## config.mk

```make
export PLATFORM = sky130hd
export DESIGN_NAME = mult_share_arbiter
export DESIGN_NICKNAME = d
export VERILOG_FILES = /design/src/rtl/mult_arb_pkg.sv /design/src/rtl/mult_share_arbiter_rr_grant.sv /design/src/rtl/mult_share_arbiter.sv
export SDC_FILE = /design/constraint.sdc
export NUM_CORES = 1
export LEC_CHECK = 0
export CORE_AREA = 2 2 183 185
export CTS_BUF_LIST = sky130_fd_sc_hd__clkbuf_8
export DETAILED_ROUTE_END_ITERATION = 7
export DIE_AREA = 0 0 185 187
export SLEW_MARGIN = 20
export SYNTH_ARGS = -nofsm -noshare
export SYNTH_HDL_FRONTEND = slang
export SYNTH_HIERARCHICAL = 1
export SYNTH_SLANG_ARGS = --single-unit
```

## constraint.sdc

```tcl
create_clock -name clk -period 4.1 [get_ports clk]
set_input_delay 0.615 -clock clk [delete_from_list [all_inputs] [get_ports clk]]
set_output_delay 0.615 -clock clk [all_outputs]
set_load 0.01 [all_outputs]
```

## src/rtl/mult_arb_pkg.sv

```systemverilog
// mult_arb_pkg: shared FSM state, captured-request struct and default sizes for mult_share_arbiter
// MAX_BITS / MAX_ID_W give the request struct room for any legal NUM_BITS (<= 64) and NUM_REQ (<= 8)
package mult_arb_pkg;
  localparam int DEF_NUM_REQ  = 4;
  localparam int DEF_NUM_BITS = 32;
  localparam int MAX_BITS     = 64;
  localparam int MAX_ID_W     = 3;
  typedef enum logic [1:0] {IDLE, ISSUE, WAIT, RESP} state_t;
  typedef struct packed {
    logic [MAX_BITS-1:0] a;
    logic [MAX_BITS-1:0] b;
    logic                sgn;
    logic [MAX_ID_W-1:0] id;
  } req_t;
endpackage

```

## src/rtl/mult_share_arbiter_rr_grant.sv

```systemverilog
// rr_grant: rotating-priority one-hot grant, search starts at ptr and wraps
// Ports: req (request vector), ptr (first index searched), grant (one-hot or zero), id (encoded grant)
module rr_grant
  import mult_arb_pkg::*;
#(
  parameter int N = DEF_NUM_REQ,
  localparam int W = $clog2(N)
) (
  input  logic [N-1:0] req,
  input  logic [W-1:0] ptr,
  output logic [N-1:0] grant,
  output logic [W-1:0] id
);
  // walk from farthest offset to nearest so the nearest requester to ptr wins
  always_comb begin
    grant = '0;
    id    = '0;
    for (int k = N - 1; k >= 0; k--) begin
      if (req[(int'(ptr) + k) % N]) begin
        grant                       = '0;
        grant[(int'(ptr) + k) % N]  = 1'b1;
        id                          = W'((int'(ptr) + k) % N);
      end
    end
  end
endmodule

```

## src/rtl/mult_share_arbiter.sv

```systemverilog
// mult_share_arbiter: shares one multiplier among NUM_REQ requesters (IDLE -> ISSUE -> WAIT -> RESP)
// Ports: clk, rst (sync, active high); req_valid/req_ready/req_a/req_b/req_signed per requester;
//        mul_start/mul_a/mul_b/mul_signed to the multiplier, mul_done/mul_result back;
//        rsp_valid/rsp_ready/rsp_id/rsp_result toward the requesters.
// Build option: MULT_ARB_ROUND_ROBIN_EN selects round-robin grant; otherwise lowest index wins.
module mult_share_arbiter
  import mult_arb_pkg::*;
#(
  parameter int NUM_REQ  = DEF_NUM_REQ,
  parameter int NUM_BITS = DEF_NUM_BITS,
  localparam int IDW = $clog2(NUM_REQ)
) (
  input  logic                               clk,
  input  logic                               rst,
  input  logic [NUM_REQ-1:0]                 req_valid,
  output logic [NUM_REQ-1:0]                 req_ready,
  input  logic [NUM_REQ-1:0][NUM_BITS-1:0]   req_a,
  input  logic [NUM_REQ-1:0][NUM_BITS-1:0]   req_b,
  input  logic [NUM_REQ-1:0]                 req_signed,
  output logic                               mul_start,
  output logic [NUM_BITS-1:0]                mul_a,
  output logic [NUM_BITS-1:0]                mul_b,
  output logic                               mul_signed,
  input  logic                               mul_done,
  input  logic [2*NUM_BITS-1:0]              mul_result,
  output logic                               rsp_valid,
  input  logic                               rsp_ready,
  output logic [IDW-1:0]                     rsp_id,
  output logic [2*NUM_BITS-1:0]              rsp_result
);
  state_t             state;
  req_t               cur;
  logic [IDW-1:0]     ptr;
  logic [IDW-1:0]     gnt_id;
  logic [NUM_REQ-1:0] grant;
  rr_grant #(.N(NUM_REQ)) u_grant (
    .req   (req_valid),
    .ptr   (ptr),
    .grant (grant),
    .id    (gnt_id)
  );
  assign req_ready  = (state == IDLE && !rst) ? grant : '0;
  assign mul_a      = cur.a[NUM_BITS-1:0];
  assign mul_b      = cur.b[NUM_BITS-1:0];
  assign mul_signed = cur.sgn;
  assign rsp_id     = cur.id[IDW-1:0];
  // captured fields are zero-extended, so struct headroom above the live width stays clear
  a_headroom_clear: assert property (@(posedge clk)
    ((cur.a >> NUM_BITS) | (cur.b >> NUM_BITS)) == '0 && (cur.id >> IDW) == '0);
  always_ff @(posedge clk) begin
    if (rst) begin
      state      <= IDLE;
      cur        <= '0;
      ptr        <= '0;
      mul_start  <= 1'b0;
      rsp_valid  <= 1'b0;
      rsp_result <= '0;
    end else begin
      unique case (state)
        IDLE: if (|req_valid) begin
          cur       <= '{a: MAX_BITS'(req_a[gnt_id]), b: MAX_BITS'(req_b[gnt_id]),
                        sgn: req_signed[gnt_id], id: MAX_ID_W'(gnt_id)};
          mul_start <= 1'b1;
          state     <= ISSUE;
`ifdef MULT_ARB_ROUND_ROBIN_EN
          ptr       <= (gnt_id == IDW'(NUM_REQ - 1)) ? '0 : gnt_id + IDW'(1);
`endif
        end
        ISSUE: begin
          mul_start <= 1'b0;
          state     <= WAIT;
        end
        WAIT: if (mul_done) begin
          rsp_result <= mul_result;
          rsp_valid  <= 1'b1;
          state      <= RESP;
        end
        RESP: if (rsp_ready) begin
          rsp_valid <= 1'b0;
          state     <= IDLE;
        end
      endcase
    end
  end
endmodule
```

==> results.ini <==
[outcome]
status = finished, final reports clean

[drt]
finalWirelength_um = 30800
routedWlPerCell_um = 20.0
via_count = 6798
drc_errors = 0
drt-vias-per-instance = 4.42
ant_nets = 0
drt-initial-drc-count = 256
drtPass1Iterations = 5

[worst_setup_path]
crit_arrival_ns = 3.11
startpoint_type = primary input
cpMostUsedCell = clkdlybuf4s50_1
path_depth = 7
crit_slowest_cell = mux4_2
ff2ff_path_depth = 6
crit_buf_inv = 2
crit_required_ns = 3.48
r2r-end = mul_b[14]$_SDFFE_PP0P_
critPathTopFamily = buffers and inverters
timing.rr.start = state[0]$_SDFFE_PP0P_
cp_slowest_stage_delay_ns = 0.56
crit_type = in -> out
reg2reg_slack_ns = 1.75
crit_path_end_kind = output pin
cp_max_fo = 8
worstSetupStartpoint = req_valid[1]
cp_cell_sequence = clkdlybuf4s50_1 -> mux4_2 -> or4_1 -> a21o_1 -> o211ai_1 -> and2_1 -> clkdlybuf4s50_1
crit_path_end = req_ready[2]

[place]
dp.cells = 1501
gp_congestion = 0.850
dp_hpwl_um = 24200
portBuffers = 468
place_ws_ns = 0.383

[timing]
slew_headroom_pct = 41.5
worst_pin_slew_ns = 0.877
fin_skew_ns = 0.0166
grt_setup_unrepaired = false
finalHoldViolations = 0
finalCriticalPeriod_ns = 3.72
final_max_slew_viol_count = 0
fin_tns_setup_ns = 0
layout_worst_path_cycle_share_pct = 90.8
timing.fmax_mhz = 268
fin_ws_ns = 0.376
finalSetupViolCount = 0

[cts]
clkSinkCount = 135
h-tree-depth = 4
postCtsHoldBufs = 0
clockBufferDepth = 2
cts_buffers = 17
cts_setup_buffers = 0
cts_resized = 0
clk_latency_ns = 0.48
cts_tree = built
clockRootBuffer = clkbuf_8
clk_transition_reported_paths_ns = 0.08

[layout]
layout-drive-gt1-share_pct = 11.6
nets = 1417
syn_to_final_growth_pct = 84.5
fill_cells = 3332
instances_no_fill = 1537

[logic_synthesis]
synth_common_cells = dfxtp_1 (135), nand2_1 (135), a21oi_1 (70)
synth-edff-count = 0
synth.area.top_cells = dfxtp_1 (41%), mux4_2 (23%), a22o_1 (8.6%), nand2_1 (7.7%), a21oi_1 (5.3%)
synthCells = 607
netlist_area_um2 = 6590
synth_cell_types = 46
yosys_warnings = 6
synth_ff_type = dfxtp_1
syn_area_per_cell_um2 = 10.9
synth.ff_latch_count = 135
synth_area_leader_cell = dfxtp_1
yosysSeqAreaShare_pct = 41.0
synth_top_area_share_pct = 41.0
synthArstFlopShare_pct = 0

[grt]
grt_usage_pct = 17.5
grt_pass1_vias = 6841
grt_pass1_wl_um = 44000
antenna_found_initial = 11
grt_overflow = 0
grt_max_degree = 73

[floorplanning]
die_w_um = 185
core_area_um2 = 32900
dieArea_um2 = 34600
pin_count = 469
dieHeight_um = 187
start_util_pct = 20.0
rows = 67

[pwr]
peakVddDrop_mv = 0.302
p_leak_nw = 4.33
powerDensity_nw_per_um2 = 407

[flow_run]
maxCapViolCount = 0

[worst_hold_path]
hp-class = reg -> reg

## sequential cells by signal, summed over array words and instances, names as in the netlist
name / cells
rsp_result: 64
mul_start: 1
mul_signed: 1
rsp_valid: 1
mul_b: 32
mul_a: 32
state: 2
rsp_id: 2
## cells by family (layout without fill, tap and decap cells)
| logic type | count (synthesis) | after routing | synth area share [%] |
|---|---|---|---|
| flip-flops | 135 | 135 | 41.0 |
| buffers and inverters | 57 | 521 | 4.82 |
| other | 1 | 19 | 0.0569 |
| multiplexers | 74 | 74 | 24.1 |
| adder cells (fa/ha/maj) | 13 | 13 | 2.47 |
| AO/OA/AOI/OAI | 159 | 159 | 16.7 |
| AND/OR/NAND/NOR | 168 | 168 | 10.8 |
## final cells by class
type,instances,area [µm²],area share (%)
antenna,4,10.0,0.0824
clock buffer,19,262,2.15
clock inverter,13,83.8,0.690
inverter,6,22.5,0.185
multi-input combinational,429,3670,30.2
sequential,135,2700,22.2
tap,448,561,4.61
timing repair buffer,483,4840,39.8
## worst min path at each step
stage	start	to	slack [ns]	cells after the start
after floorplan	rsp_id[0]$_SDFFE_PP0P_	rsp_id[0]$_SDFFE_PP0P_	0.48	2
after global placement	rsp_id[1]$_SDFFE_PP0P_	rsp_id[1]$_SDFFE_PP0P_	0.44	2
after detailed placement	rsp_result[45]$_SDFFE_PP0P_	rsp_result[45]$_SDFFE_PP0P_	0.45	2
after CTS	rsp_result[4]$_SDFFE_PP0P_	rsp_result[4]$_SDFFE_PP0P_	0.46	2
after global routing	rsp_result[52]$_SDFFE_PP0P_	rsp_result[52]$_SDFFE_PP0P_	0.48	2
final	rsp_result[54]$_SDFFE_PP0P_	rsp_result[54]$_SDFFE_PP0P_	0.46	2
## report_power, final
| part | switching (W) | internal (W) | leakage (nW) | total (W) |
|---|---|---|---|---|
| clock network | 0.000579 | 0.000443 | 0.176 | 0.00102 |
| logic | 0.000925 | 0.00123 | 3.05 | 0.00216 |
| registers | 0.000166 | 0.00161 | 1.10 | 0.00177 |
| total | 0.00167 | 0.00328 | 4.33 | 0.00495 |
## metrics by stage
step | utilization, % | power [W] | hold WS (ns) | instance area, µm²
after CTS | 36.9 | 0.00504 | 0.457 | 12100
after global placement | 35.9 | 0.00396 | 0.441 | 11800
after detailed placement | 35.9 | 0.00399 | 0.446 | 11800
final | 37.0 | 0.00495 | 0.457 | 12200
after global routing | 37.0 | 0.00526 | 0.475 | 12100
after floorplan | - | 0.00281 | 0.481 | 6640
## worst register-to-register path: stages (launching register included)
cell	delay [ns]
dfxtp_1	0.34
inv_1	0.13
ha_1	0.30
nor2b_1	0.38
nor2b_4	0.21
buf_4	0.60
a22o_1	0.34
## routing by layer
| metal | vias to the layer above | track usage (%) | part of all wire (%) |
|---|---|---|---|
| met5 | - | 0 | 0.19 |
| met4 | 8 | 6.04 | 2.2 |
| met3 | 44 | 7.89 | 11 |
| met2 | 307 | 28.9 | 48 |
| met1 | 3250 | 19.9 | 39 |
| li1 | 3189 | - | - |
## cells in the final DEF (no fill, tap or decap), types with 4 or more instances in the layout
cell type        count
ha_1                13
nand2_1            134
inv_1                8
nor2b_1              4
buf_12               4
dfxtp_1            135
and2_1               4
conb_1              15
a21oi_1             70
clkinvlp_4           4
mux4_2              66
diode_2              4
nor2_1               5
buf_4               11
mux2i_1              4
a22o_1              65
clkbuf_8            19
nand4_1              5
clkinv_2             4
clkdlybuf4s50_1    467
Power figures use the tool's default switching activity.
